[src/rtl/alu_pkg.sv]
// Shared constants and flag type for the registered add/subtract unit.
package alu_pkg;

  localparam logic ALU_OP_ADD = 1'b0;
  localparam logic ALU_OP_SUB = 1'b1;

  localparam int ALU_WIDTH = 7;

  typedef struct packed {
    logic cf;
    logic sf;
    logic zf;
    logic of;
  } alu_flags_t;

  // Flag state that matches a zero result.
  localparam alu_flags_t ALU_FLAGS_RST = '{cf: 1'b0, sf: 1'b0, zf: 1'b1, of: 1'b0};

endpackage

[src/rtl/alu_addsub.sv]
// Combinational WIDTH-bit adder/subtractor producing raw result, carry/borrow and signed overflow.
module alu_addsub
  import alu_pkg::*;
#(
  parameter int WIDTH = ALU_WIDTH
) (
  input  logic [WIDTH-1:0] a_i,
  input  logic [WIDTH-1:0] b_i,
  input  logic             op_i,
  output logic [WIDTH-1:0] res_o,
  output logic             cf_o,
  output logic             of_o
);

  logic [WIDTH-1:0] b_eff;
  logic [WIDTH:0]   sum;

  // Subtract is A + ~B + 1; the +1 rides in as the op bit itself.
  assign b_eff = (op_i == ALU_OP_SUB) ? ~b_i : b_i;
  assign sum   = {1'b0, a_i} + {1'b0, b_eff} + {{WIDTH{1'b0}}, op_i};
  assign res_o = sum[WIDTH-1:0];

  // Borrow is the inverted carry-out on subtract.
  assign cf_o = (op_i == ALU_OP_SUB) ? ~sum[WIDTH] : sum[WIDTH];
  assign of_o = (a_i[WIDTH-1] == b_eff[WIDTH-1]) && (res_o[WIDTH-1] != a_i[WIDTH-1]);

endmodule

[src/rtl/alu.sv]
// Registered add/subtract stage with CF/SF/ZF flags, one-cycle latency.
// Optional OF output is enabled by defining ALU_OVERFLOW_FLAG_EN.
module alu
  import alu_pkg::*;
#(
  parameter int WIDTH = ALU_WIDTH
) (
  input  logic             clk,
  input  logic             rst_n,
  input  logic             in_valid,
  input  logic [WIDTH-1:0] A,
  input  logic [WIDTH-1:0] B,
  input  logic             OP,
  output logic [WIDTH-1:0] result,
  output logic             CF,
  output logic             SF,
  output logic             ZF,
  output logic             out_valid
`ifdef ALU_OVERFLOW_FLAG_EN
  ,
  output logic             OF
`endif
);

  logic [WIDTH-1:0] raw_res;
  logic             raw_cf;
  logic             raw_of;

  logic [WIDTH-1:0] result_q, result_d;
  alu_flags_t       flags_q, flags_d;
  logic             valid_q, valid_d;

  alu_addsub #(.WIDTH(WIDTH)) u_addsub (
    .a_i  (A),
    .b_i  (B),
    .op_i (OP),
    .res_o(raw_res),
    .cf_o (raw_cf),
    .of_o (raw_of)
  );

  always_comb begin
    result_d = result_q;
    flags_d  = flags_q;
    valid_d  = 1'b0;
    if (in_valid) begin
      result_d   = raw_res;
      flags_d.cf = raw_cf;
      flags_d.sf = raw_res[WIDTH-1];
      flags_d.zf = (raw_res == '0);
`ifdef ALU_OVERFLOW_FLAG_EN
      flags_d.of = raw_of;
`else
      flags_d.of = 1'b0;
`endif
      valid_d    = 1'b1;
    end
  end

  always_ff @(posedge clk or negedge rst_n) begin
    if (!rst_n) begin
      result_q <= '0;
      flags_q  <= ALU_FLAGS_RST;
      valid_q  <= 1'b0;
    end else begin
      result_q <= result_d;
      flags_q  <= flags_d;
      valid_q  <= valid_d;
    end
  end

  assign result    = result_q;
  assign CF        = flags_q.cf;
  assign SF        = flags_q.sf;
  assign ZF        = flags_q.zf;
  assign out_valid = valid_q;

`ifdef ALU_OVERFLOW_FLAG_EN
  assign OF = flags_q.of;
`else
  logic unused_of;
  assign unused_of = raw_of ^ flags_q.of;
`endif

  // An unknown op select on an accepted cycle would corrupt result and flags.
  always @(posedge clk) begin
    if (rst_n && in_valid) begin
      assert (!$isunknown(OP)) else $error("OP is unknown while in_valid is high");
    end
  end

endmodule

[config.mk]
export PLATFORM = sky130hd
export DESIGN_NAME = alu
export DESIGN_NICKNAME = d
export VERILOG_FILES = /design/src/rtl/alu_pkg.sv /design/src/rtl/alu_addsub.sv /design/src/rtl/alu.sv
export SDC_FILE = /design/constraint.sdc
export NUM_CORES = 1
export LEC_CHECK = 0
export ABC_AREA = 1
export CORE_ASPECT_RATIO = 0.75
export CORE_MARGIN = 2
export CORE_UTILIZATION = 48
export CTS_CLUSTER_DIAMETER = 60
export DETAILED_ROUTE_END_ITERATION = 16
export PLACE_DENSITY = 0.84
export SETUP_SLACK_MARGIN = 0.2
export SLEW_MARGIN = 20
export SYNTH_ARGS = -nofsm -noshare
export SYNTH_HDL_FRONTEND = slang
export SYNTH_HIERARCHICAL = 1
export SYNTH_SLANG_ARGS = --single-unit
[constraint.sdc]
create_clock -name clk -period 1.18 [get_ports clk]
set_input_delay 0.236 -clock clk [delete_from_list [all_inputs] [get_ports clk]]
set_output_delay 0.236 -clock clk [all_outputs]
set_load 0.005 [all_outputs]
==> metrics, run 1 <==
run status aborted with a tool error; Failed at global routing; error that stopped the run [ERROR DPL-0038] Utilization greater than 100%, impossible to legalize; routability congestion estimate from global placement 0.7644; height of the die approximately 40 um; Initial Utilization 0.5348; die width 51.93 um; net count after synthesis 130; number of buffers inserted by hold repair at cts 0; Syn Area/Cell between 7 and 8 um2; Port Buf Inserts 28; warnings from Yosys 6; clock root cell sky130_fd_sc_hd__clkbuf_4; cell row count 12; maximum clock insertion buffer count 2; dpl hpwl 1.592 mm; number of cells produced by synthesis 105; netlist area before placement 827.0 um2; pin type at the end of the worst path register input; Worst Endpoint after GRT Repair ZF$_DFFE_PN1P_/D; top-level I/O count 29; CTS buffer count 3; pin count of the biggest net entering global routing 15; level count of the clock H-tree 1
==> per-stage QoR <==
| step | instance area, um2 | TNS (ps) | setup slack (ps) | std cells | util |
|---|---|---|---|---|---|
| floorplan | 838.3 | -2340 | -439.9 | 105 | - |
| global placement | 1226 | -7445 | -1024 | 167 | 0.7929 |
| detailed placement | 1226 | -8186 | -1132 | 167 | 0.7929 |
| CTS | 1415 | -1624 | -341.3 | 185 | 0.9150 |
==> what timing repair did <==
item                       4_1_cts
pin swaps                       34
setup endpoints to repair       20
gates resized for setup        107
setup buffers                   14
==> run 2: changes to the inputs <==
--- a/config.mk
+++ b/config.mk
@@ -6,13 +6,10 @@
 export NUM_CORES = 1
 export LEC_CHECK = 0
 export ABC_AREA = 1
-export CORE_ASPECT_RATIO = 0.75
-export CORE_MARGIN = 2
-export CORE_UTILIZATION = 48
-export CTS_CLUSTER_DIAMETER = 60
+export CORE_AREA = 2 2 63 65
 export DETAILED_ROUTE_END_ITERATION = 16
-export PLACE_DENSITY = 0.84
-export SETUP_SLACK_MARGIN = 0.2
+export DIE_AREA = 0 0 65 67
+export PLACE_DENSITY_LB_ADDON = 0.15
 export SLEW_MARGIN = 20
 export SYNTH_ARGS = -nofsm -noshare
 export SYNTH_HDL_FRONTEND = slang
==> run 2 against run 1 <==
The flow now finishes, with violations (negative setup slack). Synthesized cell count is the same. Synthesized area unchanged.
==> metrics, run 2 <==
run status finished, violations left; violations in the final reports negative setup slack; via count of the first global-routing pass 722; top-level I/O count 29 (unchanged); dpl hpwl 1.377 mm (-13%); final antenna-violating net count 0; clock root cell sky130_fd_sc_hd__clkbuf_8; final-layout worst hold slack 301.1 ps; clock slew at the register clock pins of the worst setup and hold paths 50 ps; worst setup path class input port to flip-flop; Total Routed Length 1.737 mm; Worst Path Max Fanout 3; flop2flop setup slack 400 ps; mean number of vias per cell roughly 3.7; Crit Reg-Reg Startpoint result[6]$_DFFE_PN0P_; die width 65 um (+25%); arrival time reported for the critical path endpoint 1650 ps; height of the die 67 um (+68%); most frequent cells in the layout 28 x sky130_fd_sc_hd__nand2_1, 19 x sky130_fd_sc_hd__buf_4, 15 x sky130_fd_sc_hd__dlygate4sd2_1, 10 x sky130_fd_sc_hd__inv_1, 9 x sky130_fd_sc_hd__dfrtp_1; required time of the worst setup path about 1400 ps; first-pass GRT wire length roughly 3 mm; critical path endpoint category flip-flop; post-route fraction of the period consumed by the critical path 1.260; warnings from Yosys 6 (unchanged); netlist area before placement 827.0 um2 (unchanged); core footprint 3606 um2; final period demand of the worst path roughly 1500 ps; Initial Utilization 0.2294 (-0.3054); layout cells sized above 1 0.4367; standby leakage power 0.0007733 uW; Max Cap Violations 0; max reg flops 7; headroom to the max-slew limit 0.7925; peak supply drop 0.4048 mV; RSZ-0062 raised after global routing true; worst skew pair latency 230 ps; net count after synthesis 130 (unchanged); CTS buffer count 3 (unchanged); net total in the final layout 184; maximum clock insertion buffer count 2 (unchanged); routability congestion estimate from global placement 0.7092 (-7.2%); final setup violation count 8; utilization after layout 0.4042; level count of the clock H-tree 1 (unchanged); routed via count 753; Port Buf Inserts 28 (unchanged); kind of start point of the critical path input port; TritonCTS clock tree done; worst slack after detailed placement -1066 ps (+65.55 ps); pin count of the biggest net entering global routing 15; count of unresolved DRC violations after routing 0; number of cells produced by synthesis 105 (unchanged); die area approximately 4400 um2; Cell Pwr Density roughly 1100 nW/um2; Initial DRT Pass Iterations 3; transition time at the pin with the least slew margin 310.7 ps; endpoint of the most critical register-to-register path result[6]$_DFFE_PN0P_; antenna violations before repair 0; ANT cells 0; Syn-to-layout area delta 76.25%; Fin Setup TNS -1592 ps; wire per inst roughly 8.4 um; worst-case reg-to-reg path depth 2; detailed router's first-iteration violation count 28; Syn Area/Cell 7.877 um2 (unchanged); number of max-slew violations in the final report 0; maximum clock skew at final layout 0 ps; Final Hold Fails 0; cell row count 22 (+10); clock sinks 10; leading cell type in the layout, fill and taps excluded sky130_fd_sc_hd__nand2_1; total routing resource utilization after global routing 0.08775; number of buffers inserted by hold repair at cts 0 (unchanged); overall overflow remaining after global route 0; Worst Slack Setup Final -306.8 ps; timing-limited maximum frequency 672.6 MHz; Min-Delay Path Class input port to async pin
-- run 2: layout make-up --
type	instances	area (um2)
Clock buffer	4	55.05
Sequential cell	10	251.5
Fill cell	374	2148
Timing Repair Buffer	52	451.7
Multi-Input combinational cell	77	583.1
Inverter	15	56.30
Tap cell	48	60.06
-- run 2: critical path, stage by stage --
cell                            delay [ps]
sky130_fd_sc_hd__dlygate4sd2_1         250
sky130_fd_sc_hd__xor2_2                190
sky130_fd_sc_hd__ha_4                  290
sky130_fd_sc_hd__nand2_1                40
sky130_fd_sc_hd__nand3b_1              150
sky130_fd_sc_hd__nand2_1                80
sky130_fd_sc_hd__xor2_1                140
sky130_fd_sc_hd__inv_1                  50
sky130_fd_sc_hd__nand2_1                80
sky130_fd_sc_hd__nor2_1                 40
sky130_fd_sc_hd__nand2_1                50
sky130_fd_sc_hd__nand2_1                40
-- run 2: worst max path at each step --
stage               start              to  slack, ps  depth (start not counted)
floorplan              OP  ZF$_DFFE_PN1P_       -440                         12
global placement       OP  ZF$_DFFE_PN1P_      -1050                         13
detailed placement     OP  ZF$_DFFE_PN1P_      -1070                         13
CTS                    OP  ZF$_DFFE_PN1P_       -340                         15
global route           OP  ZF$_DFFE_PN1P_       -410                         15
finish               B[5]  ZF$_DFFE_PN1P_       -310                         12
-- run 2: timing repair --
item	CTS	global route
gates cloned	0	0
gates resized for setup	61	13
pin swaps	25	15
hold endpoints to repair	0	0
buffers inserted	7	0
setup endpoints to repair	19	8
-- run 2: power by group --
part	internal, uW	leakage (uW)	switching [uW]
Clock	292	0.0000288	121
Combinational	463	0.000626	346
Sequential	408	0.000119	30.2
Total	1160	0.000773	497
-- run 2: stage by stage --
step | std cells | power (uW) | cell area [um2]
3_3_place_gp | 195 | 1173 | 1267
5_1_grt | 206 | 1816 | 1458
4_1_cts | 206 | 1657 | 1414
6_report | 206 | 1661 | 1458
2_1_floorplan | 105 | 817.7 | 838.3
3_5_place_dp | 195 | 1180 | 1267
-- run 2: routing by layer --
| metal | share of wire | vias to the layer above | track usage |
|---|---|---|---|
| li1 | - | 421 | - |
| met1 | 0.47 | 303 | 0.1117 |
| met2 | 0.45 | 24 | 0.1443 |
| met5 | 0 | - | 0 |
| met3 | 0.062 | 5 | 0.01520 |
| met4 | 0.017 | 0 | 0.03989 |
Note: power is estimated with default switching activity, not from simulation.
